### config.mk
export PLATFORM = sky130hd
export DESIGN_NAME = alu_share_ctrl
export DESIGN_NICKNAME = d
export VERILOG_FILES = /design/src/rtl/alu_share_ctrl.sv
export SDC_FILE = /design/constraint.sdc
export NUM_CORES = 1
export LEC_CHECK = 0
export ABC_AREA = 1
export CORE_UTILIZATION = 35
export CTS_BUF_LIST = sky130_fd_sc_hd__clkbuf_16
export CTS_CLUSTER_DIAMETER = 30
export DETAILED_ROUTE_END_ITERATION = 12
export HOLD_SLACK_MARGIN = 0.15
export PLACE_DENSITY = 0.8
export SLEW_MARGIN = 20
export SYNTH_ARGS = -nofsm -noshare
export SYNTH_HDL_FRONTEND = slang
export SYNTH_SLANG_ARGS = --single-unit
### constraint.sdc
create_clock -name clk -period 1.8 [get_ports clk]
set_input_delay 0.36 -clock clk [delete_from_list [all_inputs] [get_ports clk]]
set_output_delay 0.36 -clock clk [all_outputs]
set_load 0.03 [all_outputs]
### src/rtl/alu_share_ctrl.sv
// Round-robin sequencer that time-shares one combinational ALU between two requesters.
// The operands are registered toward the ALU and the result is captured after ALU_LAT cycles.
module alu_share_ctrl #(
    parameter int W       = 4,
    parameter int OPW     = 3,
    parameter int ALU_LAT = 1
) (
    input  logic           clk,
    input  logic           rst_n,
    input  logic           req0_valid,
    output logic           req0_ready,
    input  logic [OPW-1:0] req0_op,
    input  logic [W-1:0]   req0_a,
    input  logic [W-1:0]   req0_b,
    input  logic           req1_valid,
    output logic           req1_ready,
    input  logic [OPW-1:0] req1_op,
    input  logic [W-1:0]   req1_a,
    input  logic [W-1:0]   req1_b,
    output logic           rsp_valid,
    input  logic           rsp_ready,
    output logic           rsp_id,
    output logic [W-1:0]   rsp_c,
    output logic           rsp_carry,
    output logic [OPW-1:0] alu_op,
    output logic [W-1:0]   alu_a,
    output logic [W-1:0]   alu_b,
    input  logic [W-1:0]   alu_c,
    input  logic           alu_carry,
    output logic           busy
);
    typedef enum logic [1:0] {IDLE, EXEC, RESP} state_t;

    localparam int            CW       = (ALU_LAT > 1) ? $clog2(ALU_LAT) : 1;
    localparam logic [CW-1:0] LAT_LAST = CW'(ALU_LAT - 1);

    state_t         state_q, state_d;
    logic           rr_q, rr_d;
    logic           id_q, id_d;
    logic [CW-1:0]  lat_q, lat_d;
    logic [OPW-1:0] op_q, op_d;
    logic [W-1:0]   a_q, a_d, b_q, b_d;
    logic           rv_q, rv_d;
    logic           rid_q, rid_d;
    logic [W-1:0]   rc_q, rc_d;
    logic           rcy_q, rcy_d;
    logic           grant0, grant1;

    // rr_q holds the last served id; on a tie the other requester wins.
    assign grant0 = req0_valid & (~req1_valid | rr_q);
    assign grant1 = req1_valid & (~req0_valid | ~rr_q);

    always_comb begin
        state_d    = state_q;
        rr_d       = rr_q;
        id_d       = id_q;
        lat_d      = lat_q;
        op_d       = op_q;
        a_d        = a_q;
        b_d        = b_q;
        rv_d       = rv_q;
        rid_d      = rid_q;
        rc_d       = rc_q;
        rcy_d      = rcy_q;
        req0_ready = 1'b0;
        req1_ready = 1'b0;
        case (state_q)
            IDLE: begin
                req0_ready = grant0;
                req1_ready = grant1;
                if (grant0 | grant1) begin
                    op_d    = grant1 ? req1_op : req0_op;
                    a_d     = grant1 ? req1_a  : req0_a;
                    b_d     = grant1 ? req1_b  : req0_b;
                    id_d    = grant1;
                    rr_d    = grant1;
                    lat_d   = '0;
                    state_d = EXEC;
                end
            end
            EXEC: begin
                lat_d = lat_q + CW'(1);
                if (lat_q == LAT_LAST) begin
                    rc_d    = alu_c;
                    // Carry is only meaningful for add (0) and sub (1).
                    rcy_d   = (op_q < OPW'(2)) ? alu_carry : 1'b0;
                    rid_d   = id_q;
                    rv_d    = 1'b1;
                    state_d = RESP;
                end
            end
            RESP: begin
                if (rsp_ready) begin
                    rv_d    = 1'b0;
                    state_d = IDLE;
                end
            end
            default: state_d = IDLE;
        endcase
    end

    always_ff @(posedge clk or negedge rst_n) begin
        if (!rst_n) begin
            state_q <= IDLE;
            rr_q    <= 1'b1;
            id_q    <= 1'b0;
            lat_q   <= '0;
            op_q    <= '0;
            a_q     <= '0;
            b_q     <= '0;
            rv_q    <= 1'b0;
            rid_q   <= 1'b0;
            rc_q    <= '0;
            rcy_q   <= 1'b0;
        end else begin
            state_q <= state_d;
            rr_q    <= rr_d;
            id_q    <= id_d;
            lat_q   <= lat_d;
            op_q    <= op_d;
            a_q     <= a_d;
            b_q     <= b_d;
            rv_q    <= rv_d;
            rid_q   <= rid_d;
            rc_q    <= rc_d;
            rcy_q   <= rcy_d;
        end
    end

    assign alu_op    = op_q;
    assign alu_a     = a_q;
    assign alu_b     = b_q;
    assign rsp_valid = rv_q;
    assign rsp_id    = rid_q;
    assign rsp_c     = rc_q;
    assign rsp_carry = rcy_q;
    assign busy      = (state_q != IDLE);
endmodule

# Word level (Yosys, flattened, before mapping)
# Cells that the tools add are included.
# word_totals
regBits,23
latchBits,0
mem_bits_rw,0
romBits,0
inputBits,32
out_inout_bits,21
elab_cells,51
mem_count,0
# op_classes
n_addsub,1
n_mul,0
n_div,0
order_cmp,1
n_eq_ne,5
shifts,0
muxes,15
bitwise,9
n_reduce_logical,9
# op_table
operator,n
2-to-1 mux 4 bit,2
2-to-1 mux 1 bit,6
2-to-1 mux 2 bit,3
"inequality test 2 bit, second input constant",3
case mux 2 bit (3 select lines),1
AND reduction 2 bit,3
AND reduction 3 bit,2
nonzero test 2 bit,3
inverter 1 bit,4
case mux 1 bit (2 select lines),2
"less-than comparator 3 x 2 -> 1 bit, second input constant",1
2-to-1 mux 3 bit,1
bitwise OR 1 bit,3
AND 1 bit,2
"equality test 2 x 1 -> 1 bit, second input constant",1
"equality test 2 bit, second input constant",1
zero test 2 bit,1
"adder 1 bit, second input constant",1

# Logic depth before layout (Yosys ltp)
# depth
depth_word,6
ltp_mapped,7
mapped_depth_nobuf,6

# Worst setup path after synthesis
# No wires, ideal clock.
# synth_timing
path_type,reg2out
start,reg state_q[0]
end,out req0_ready
arrival_time_ns,1.062
required_time_ns,1.440
slack_ns,0.378
stages_incl_launch_ff,4
path_buffers,0
path_cell_list,dfrtp_1 nor2_1 nand2_1 a21oi_1
# synth_between
elab_chain_len,2
# synth_rtl
item,line_no,text
"start, declared",37,"state_t state_q, state_d;"
"start signal, assigned",116,state_q <= state_d;
zero test 2 bit,67,case (state_q)
2-to-1 mux 1 bit,67,
"end, declared",11,"output logic req0_ready,"
# No other way between the ends.

# Worst setup path after layout
# layout_timing
start,"reg op_q[2], in the netlist alu_op[2]"
end,out alu_op[2]
# layout_lines
item,line_no,text
"start, declared",41,"logic [OPW-1:0] op_q, op_d;"
"start signal, assigned",120,op_q <= op_d;
"end, declared",25,"output logic [OPW-1:0] alu_op,"
# No word-level cell between the ends.

==> metrics.txt <==
Period Utilization, post-route 93.3%; wire length of the first global-routing pass 4.46 mm; count of synthesis-stage warnings from yosys 0; Post-Syn Area per Cell 7.47 um2; starting utilization of the core area 37.2%; Antenna Violating Nets Remaining 0; netlist area before placement 1130 um2; unrepaired setup endpoints after global routing false; class of the most critical hold timing path in -> async; post-DP HPWL 2.04 mm; initial antenna violation count 0; num ports 53; sequential area share after synthesis 50.8%; maximum fanout encountered on the critical timing path 3; Max clock buf depth 2; number of slew-limit violations in the final report 0; pin count of the biggest net entering global routing 13; Setup CP Type reg -> out; leakage power total 0.939 nW; Top delay family on crit path buffers and inverters; Skew-Pair Late Insertion Delay 0.25 ns; count of inserted antenna diode cells 0; Crit path largest cell delay 0.69 ns; number of maximum-capacitance violations 0; WL/cell 10.4 um; Via-to-Cell Ratio 4.35; total number of vias 1095; GRT Resource Usage Total 17.1%; commonest non-fill, non-tap cells in the layout sky130_fd_sc_hd__nand2_1, sky130_fd_sc_hd__clkdlybuf4s50_1, sky130_fd_sc_hd__inv_1; final setup violation count 0; Port-buffer cells 52; placed cell areas 1710 um2; cell count after placement 248; Starting DRT DRC Count 32; critical path startpoint category flop; post-layout instance count excluding filler cells 252; number of detailed-route iterations in the first pass 4; CTS tree done; slew at the pin closest to its max-slew limit 0.389 ns; number of CTS-inserted buffers 3; Slew Limit Headroom 74.0%; worst slack at placement 0.154 ns; CP Cell Sequence clkdlybuf4s50_1; # DRC 0; core region area 3050 um2; cell area after layout 1790 um2; total negative slack 0 ns; CTS Root Buffer Type sky130_fd_sc_hd__clkbuf_16; vias in the first global route 1002; overflow left after global routing 0; run status complete, no violations; Die Footprint 3470 um2; post-synth cell types 14; fraction of layout cells with a size suffix above 1 7.21%; nets in the synthesized netlist 184; clock slew at the register clock pins of the worst setup and hold paths 0.06 ns; P&R area growth vs syn 57.3%; synthesized flop and latch total 23; Gate Count Post-Synth 152; Buffers & Inverters on Critical Path 1; clock net sink count 23; global placer's final weighted congestion 0.752; worst vdd ir 0.769 mV; P per Cell Area 1690 nW/um2; data arrival time of the critical path 1.32 ns; achievable frequency 595 MHz; count of final hold-check violations 0; final-stage net count 241; Clock Skew 0.00290 ns; most common cell after layout, fill and taps aside sky130_fd_sc_hd__nand2_1; die width 58.9 um; Final WS setup 0.120 ns; DIE HEIGHT 58.9 um; data required time at the worst endpoint 1.44 ns; H-tree depth 1; number of cell rows 20; cell type of the slowest stage on the worst timing path sky130_fd_sc_hd__clkdlybuf4s50_1; wire length after detailed routing 2.62 mm; final critical delay including setup and external delays 1.68 ns; count of hold-fix buffers inserted at cts 0; kind of end point of the critical path output port
-- cell usage after synthesis --
library cell	instances	area [um2]
sky130_fd_sc_hd__nor2_1	3	11.3
sky130_fd_sc_hd__nand2_2	1	6.26
sky130_fd_sc_hd__nand2_1	55	206
sky130_fd_sc_hd__inv_1	29	109
sky130_fd_sc_hd__buf_6	2	22.5
sky130_fd_sc_hd__a21oi_1	1	5.00
sky130_fd_sc_hd__dfrtp_1	22	551
sky130_fd_sc_hd__o31ai_1	1	7.51
sky130_fd_sc_hd__buf_2	4	20.0
sky130_fd_sc_hd__nor2_4	1	11.3
sky130_fd_sc_hd__dfstp_2	1	26.3
sky130_fd_sc_hd__inv_2	1	3.75
sky130_fd_sc_hd__nand3_1	25	125
sky130_fd_sc_hd__o21ai_0	6	30.0
-- final cells by class --
| class | instances | area [um2] |
|---|---|---|
| Multi-Input combinational cell | 93 | 403 |
| Fill cell | 292 | 1270 |
| Inverter | 30 | 113 |
| Tap cell | 44 | 55.1 |
| Timing Repair Buffer | 58 | 559 |
| Sequential cell | 23 | 577 |
| Clock buffer | 3 | 75.1 |
| Clock inverter | 1 | 3.75 |
-- where the power goes --
group | switching, mW | internal (mW)
Clock | 0.164 | 0.296
Combinational | 0.981 | 0.644
Sequential | 0.152 | 0.781
-- metal layers --
layer  track usage [%]  share of wire, %  up-vias
met1              23.5                48      483
met4              5.10               1.1        0
met5                 0                 0        -
met2              26.9                45       36
met3              3.96               6.4        4
li1                  -                 -      572
-- logic make-up (layout without fill, tap and decap cells) --
logic type	after synthesis	count (layout)	synth area share, %
DFF	23	23	50.8
buffers and inverters	36	92	13.7
and+or+nand+nor	85	85	31.8
AOI/OAI and AO/OA	8	8	3.75
-- per-stage QoR --
stage,hold WS (ns),power (mW),utilization (%)
floorplan,0.0644,1.93,-
global placement,0.461,2.55,55.9
detailed placement,0.468,2.58,55.9
CTS,0.400,3.04,58.5
global route,0.421,3.24,58.5
finish,0.391,3.02,58.5
-- final timing paths --
| path | end | slack, ns | startpoint | cells past startpoint |
|---|---|---|---|---|
| worst max-delay path | alu_op[2] | 0.12 | alu_op[2] | 1 |
| worst min-delay path | rsp_id | 0.39 | rst_n | 1 |
| worst max register to register | rsp_c[1] | 0.56 | state_q[1] | 5 |
| worst min register to register | rsp_c[2] | 0.48 | rsp_c[2] | 2 |
| max in group asynchronous | rsp_c[3] | 0.95 | rst_n | 2 |
| min in group clk | rsp_c[2] | 0.48 | rsp_c[2] | 2 |
-- registers in the layout, indices dropped and copies added (netlist names), 2 cells and up --
signal,count
alu_b,4
alu_op,3
rsp_c,4
state_q,2
alu_a,4
-- timing repair --
item                       4_1_cts  5_1_grt
setup endpoints to repair        1        0
buffers inserted                 0        0
gates resized for setup          1        0
Power figures use the tool's default switching activity.
